**src/rtl/channel_sequencer.sv**
```systemverilog
// channel_sequencer
//   Steps a channel select through NCH channels of DW-bit opcodes. Each channel
//   is held for max(dwell,1) cycles. The sequence either runs once or wraps
//   continuously. Opcode patterns live in a shadow bank. A new pattern is taken
//   only while idle, in the one-cycle DONE state, or at the wrap boundary of a
//   looping run, so a pass in progress never sees a pattern change.
//
// Ports
//   clk       rising-edge clock
//   rst       asynchronous active-high reset
//   start     begin a sequence (sampled in IDLE)
//   stop      abort a running sequence (sampled in RUN)
//   loop      1 = wrap after the last channel, 0 = one-shot
//   dwell     cycles per channel, 0 behaves as 1, sampled at channel entry
//   data      pattern to load, channel i at bits [i*DW +: DW]
//   load_req  level request to copy data into the shadow bank
//   load_ack  one-cycle pulse in the cycle after the shadow bank captured
//   sel       current channel index
//   opcode    shadow[sel] while valid, else 0
//   valid     sequence running
//   step      one-cycle pulse on the first cycle of each channel
//   busy      state is not IDLE
//   done      one-cycle pulse at one-shot completion
module channel_sequencer #(
    parameter int NCH = 4,
    parameter int DW  = 4,
    parameter int TW  = 4
) (
    input  logic                     clk,
    input  logic                     rst,
    input  logic                     start,
    input  logic                     stop,
    input  logic                     loop,
    input  logic [TW-1:0]            dwell,
    input  logic [NCH*DW-1:0]        data,
    input  logic                     load_req,
    output logic                     load_ack,
    output logic [$clog2(NCH)-1:0]   sel,
    output logic [DW-1:0]            opcode,
    output logic                     valid,
    output logic                     step,
    output logic                     busy,
    output logic                     done
);

    localparam int SW = $clog2(NCH);

    typedef enum logic [1:0] {
        S_IDLE = 2'd0,
        S_RUN  = 2'd1,
        S_DONE = 2'd2
    } state_t;

    state_t              r_state;
    state_t              w_next;
    logic [SW-1:0]       r_sel;
    logic [TW-1:0]       r_cnt;
    logic [NCH*DW-1:0]   r_shadow;
    logic                r_step;
    logic                r_ack;

    logic [TW-1:0]       w_reload;
    logic                w_last;
    logic                w_cnt_zero;
    logic                w_boundary;
    logic                w_capture;
    logic                w_begin;

    // Counter holds the remaining cycles after the current one, so a dwell of
    // 0 or 1 both reload to 0 and the channel lasts exactly one cycle.
    assign w_reload   = (dwell == '0) ? '0 : dwell - TW'(1);
    assign w_last     = (r_sel == SW'(NCH - 1));
    assign w_cnt_zero = (r_cnt == '0);
    assign w_boundary = (r_state == S_RUN) && w_cnt_zero && w_last;
    assign w_begin    = (r_state == S_IDLE) && start && !stop;

    // Capture is blocked while load_ack is high so acks can never be
    // back-to-back; stop at the boundary suppresses capture and the request
    // is then served in IDLE on the following edge.
    assign w_capture = load_req && !r_ack &&
                       ((r_state == S_IDLE) ||
                        (r_state == S_DONE) ||
                        (w_boundary && loop && !stop));

    always_ff @(posedge clk or posedge rst) begin
        if (rst) begin
            r_state <= S_IDLE;
        end else begin
            r_state <= w_next;
        end
    end

    always_comb begin
        w_next = r_state;
        case (r_state)
            S_IDLE: begin
                if (start && !stop) begin
                    w_next = S_RUN;
                end
            end
            S_RUN: begin
                if (stop) begin
                    w_next = S_IDLE;
                end else if (w_boundary && !loop) begin
                    w_next = S_DONE;
                end
            end
            S_DONE: begin
                w_next = S_IDLE;
            end
            default: begin
                w_next = S_IDLE;
            end
        endcase
    end

    always_ff @(posedge clk or posedge rst) begin
        if (rst) begin
            r_sel    <= '0;
            r_cnt    <= '0;
            r_shadow <= '0;
            r_step   <= 1'b0;
            r_ack    <= 1'b0;
        end else begin
            r_step <= 1'b0;
            r_ack  <= w_capture;
            if (w_capture) begin
                r_shadow <= data;
            end
            if (w_begin) begin
                r_sel  <= '0;
                r_cnt  <= w_reload;
                r_step <= 1'b1;
            end else if (r_state == S_RUN && !stop) begin
                if (!w_cnt_zero) begin
                    r_cnt <= r_cnt - TW'(1);
                end else if (!w_last) begin
                    r_sel  <= r_sel + SW'(1);
                    r_cnt  <= w_reload;
                    r_step <= 1'b1;
                end else if (loop) begin
                    r_sel  <= '0;
                    r_cnt  <= w_reload;
                    r_step <= 1'b1;
                end
            end
        end
    end

    always_comb begin
        opcode = '0;
        if (r_state == S_RUN) begin
            opcode = r_shadow[int'(r_sel) * DW +: DW];
        end
    end

    assign sel      = r_sel;
    assign valid    = (r_state == S_RUN);
    assign busy     = (r_state != S_IDLE);
    assign done     = (r_state == S_DONE);
    assign step     = r_step;
    assign load_ack = r_ack;

endmodule

```
**config.mk**
```make
export PLATFORM = sky130hd
export DESIGN_NAME = channel_sequencer
export DESIGN_NICKNAME = d
export VERILOG_FILES = /design/src/rtl/channel_sequencer.sv
export SDC_FILE = /design/constraint.sdc
export NUM_CORES = 1
export LEC_CHECK = 0
export ABC_AREA = 1
export CAP_MARGIN = 0
export CELL_PAD_IN_SITES_DETAIL_PLACEMENT = 1
export CELL_PAD_IN_SITES_GLOBAL_PLACEMENT = 1
export CORE_AREA = 2 2 60 85
export CTS_BUF_LIST = sky130_fd_sc_hd__clkbuf_8
export DETAILED_ROUTE_END_ITERATION = 8
export DIE_AREA = 0 0 62 87
export HOLD_SLACK_MARGIN = 0.12
export PLACE_DENSITY_LB_ADDON = 0.15
export SLEW_MARGIN = 20
export SYNTH_ARGS = -nofsm -noshare
export SYNTH_HDL_FRONTEND = slang
export SYNTH_SLANG_ARGS = --single-unit
```
**constraint.sdc**
```tcl
create_clock -name clk -period 1.5 [get_ports clk]
set_input_delay 0.15 -clock clk [delete_from_list [all_inputs] [get_ports clk]]
set_output_delay 0.15 -clock clk [all_outputs]
set_load 0.1 [all_outputs]
```
==> flow_metrics.tcl, run 1 <==
set metrics [dict create \
    syn-num-nets 229 \
    num_vias 1555 \
    nets 297 \
    final_area_sq_mm 0.00256 \
    power_frac_clock_pct 12.3 \
    arrival_ns 1.52 \
    setup_ws_ns -0.170 \
    root_buffer "clkbuf_8" \
    firstDrtPassIters 4 \
    syn_avg_cell_area_sq_um 7.22 \
    max-cap-violations 0 \
    swShare_pct 45.6 \
    max_stage_delay_ns 0.52 \
    clk_latency_ns 0.28 \
    internal_power_mw 2.11 \
    worst_pin_slew_ns 0.536 \
    syn_area_sq_mm 0.00145 \
    cp_slowest_cell "dfrtp_4" \
    total_power_mw 3.89 \
    dieArea_sq_mm 0.00539 \
    area_delta_synth_final_pct 76.5 \
    num_antenna_cells 0 \
    path_buf_inv 2 \
    drc_errors 0 \
    crit_chain "buf_4 -> nor2_4 -> o21ai_2 -> a21oi_4 -> buf_12" \
    clockBufferDepth 2 \
    cp-end-kind "output port" \
    fillCellCount 557 \
    violations "negative setup slack" \
    die_w_microns 62 \
    ys_types 19 \
    post-route-period-util_pct 111 \
    die_h_microns 87 \
    worstPathRequired_ns 1.35 \
    track_usage_pct 19.8 \
    maxSlewViolCount 0 \
    finalCriticalPeriod_ns 1.67 \
    switchingPower_mw 1.77 \
    cp_max_fo 5 \
    htreeDepth 1 \
    cp_top_family "flip-flops" \
    power_density_mw_per_mm2 1520 \
    final_util_pct 54.6 \
    fin_skew_ns 0.00691 \
    power_frac_seq_pct 27.1 \
    io_pins 37 \
    setup_viol 18 \
    rows 30 \
    rsz0062_at_grt "yes" \
    core_sq_mm 0.00469 \
    finalWirelength_microns 4960 \
    placed_area_sq_mm 0.00220 \
    syn_inst 201 \
    ys_ff_latch 26 \
    p_leak_nw 1.19 \
    ys_seq_area_share_pct 44.8 \
    antenna_found_initial 0 \
    layout-drive-gt1-share_pct 38.8 \
    gp_congestion 0.816 \
    tritoncts "yes" \
    port_buffers 36 \
    routedWlPerCell_microns 14.9 \
    crit_type "reg2out" \
    holdWs_ns 0.228 \
    via_per_inst 4.68 \
    grt_pass1_vias 1634 \
    hold_class "in2async" \
    grt_pass1_wl_microns 7780 \
    initial_core_util_pct 30.9 \
    hold_viol_final 0 \
    start_kind "flip-flop" \
    cts.sinks 26 \
    clkTransAtPathRegs_ns 0.10 \
    cts_made_buffers 3 \
    seqCellArea_sq_um 661 \
    peakVddDrop_mv 0.666 \
    max_slew_margin_pct 64.3 \
    status "complete, but fails checks" \
    overflow 0 \
    ant_nets 0 \
    yosysWarnings 0 \
    grt_max_degree 27 \
    drt_iter0_drc 65 \
    hpwl_microns 3590 \
    multi_input_comb_area_sq_um 956 \
    fmax_mhz 599 \
    pwr-share-comb_pct 60.6 \
]
[synthesized netlist by cell type (all sizes together)]
master | number | area share [%]
a21oi | 7 | 2.4
buf | 2 | 1.3
clkbuf | 2 | 0.52
dfrtp | 26 | 45
ha | 2 | 1.7
inv | 21 | 5.4
nand2 | 70 | 20
nand3 | 25 | 9.5
nand4 | 1 | 0.43
nor2 | 32 | 9.7
nor3 | 1 | 0.34
o21ai | 12 | 4.1
[worst register-to-register path, cell delays in order (launching register included)]
cell     delay (ns)
dfrtp_4        0.50
buf_4          0.14
ha_2           0.20
nand2_2        0.06
inv_2          0.04
nand3_4        0.10
nand2_8        0.10
buf_6          0.15
nand3_1        0.07
nand2_1        0.06
[layout by cell type (no fill, tap or decap), types with 5 or more instances in the layout]
| cell | count |
|---|---|
| clkdlybuf4s50_1 | 25 |
| o21ai_2 | 8 |
| nor2_1 | 18 |
| buf_12 | 11 |
| nand2_2 | 8 |
| nand3_1 | 22 |
| nand2_1 | 58 |
| dfrtp_1 | 22 |
| nor2_4 | 6 |
| a21oi_4 | 5 |
| buf_4 | 25 |
| nor2_2 | 7 |
| inv_2 | 8 |
| inv_1 | 12 |
[state kept, by name, indices dropped and copies added, names as in the netlist]
name and flops:
step 1, load_ack 1, sel 2, r_shadow 16
r_cnt 4, r_state 2
[power groups by stage]
stage,logic (mW),clock network (mW),registers (mW)
floorplan,1.02,0,1.16
global placement,1.88,0,1.04
detailed placement,1.92,0,1.04
CTS,2.13,0.477,1.04
global route,2.56,0.512,1.07
finish,2.36,0.478,1.05
[worst paths after layout]
path / cells after the start / endpoint / slack (ns) / startpoint
worst max-delay path: 5 / opcode[0] / -0.17 / sel[1]$_DFFE_PP0P_
worst min-delay path: 3 / r_shadow[1]$_DFFE_PP0P_ / 0.23 / rst
worst max register to register: 9 / r_shadow[3]$_DFFE_PP0P_ / -0.03 / sel[0]$_DFFE_PP0P_
worst min register to register: 2 / r_shadow[10]$_DFFE_PP0P_ / 0.50 / r_shadow[10]$_DFFE_PP0P_
max in group asynchronous: 3 / sel[1]$_DFFE_PP0P_ / 0.98 / rst
min in group clk: 3 / r_shadow[15]$_DFFE_PP0P_ / 0.43 / data[15]
[layer usage]
| metal | routed length [microns] | global-route usage, % |
|---|---|---|
| met1 | 1820 | 21.1 |
| met2 | 3000 | 37.6 |
| met3 | 85 | 2.82 |
| met4 | 57 | 6.38 |
| met5 | 0 | 0 |
[kinds of logic (layout without fill, tap and decap cells)]
| kind of cell | after synthesis | count (layout) | synth area share [%] |
|---|---|---|---|
| buf+inv | 25 | 91 | 7.24 |
| compound gates | 19 | 19 | 6.55 |
| simple gates | 129 | 130 | 39.7 |
| flops | 26 | 26 | 44.8 |
| fa+ha+maj | 2 | 2 | 1.72 |
[through the flow]
stage          worst slack (ns)  cells  setup TNS, ns
3_5_place_dp            -0.0858    318         -0.829
2_1_floorplan            -0.319    201          -2.22
5_1_grt                  -0.226    332          -2.02
4_1_cts                  -0.156    327         -0.584
3_3_place_gp            -0.0768    318         -0.260
6_report                 -0.170    332         -0.745
[area by class of cell]
type | count | area share [%]
Clock buffer | 4 | 2.15
Inverter | 21 | 3.57
Multi-Input combinational cell | 151 | 37.3
Sequential cell | 26 | 25.8
Tap cell | 64 | 3.13
Timing Repair Buffer | 66 | 28.0
[timing repair]
| item | CTS | global route |
|---|---|---|
| endpoints found under the setup margin | 24 | 27 |
| pin swaps | 5 | 7 |
| hold endpoints to repair | 0 | 0 |
| cloned | 0 | 1 |
| gates resized for setup | 31 | 33 |
| buffers inserted | 5 | 4 |
| hold buffers | 0 | 0 |
(Power assumes the default switching activity.)
==> inputs of run 2 (changes only) <==
Settings changed: SLEW_MARGIN 20 to 30.
==> results of run 2 <==
The final DEF is identical to that of run 1; final timing and power are the same.
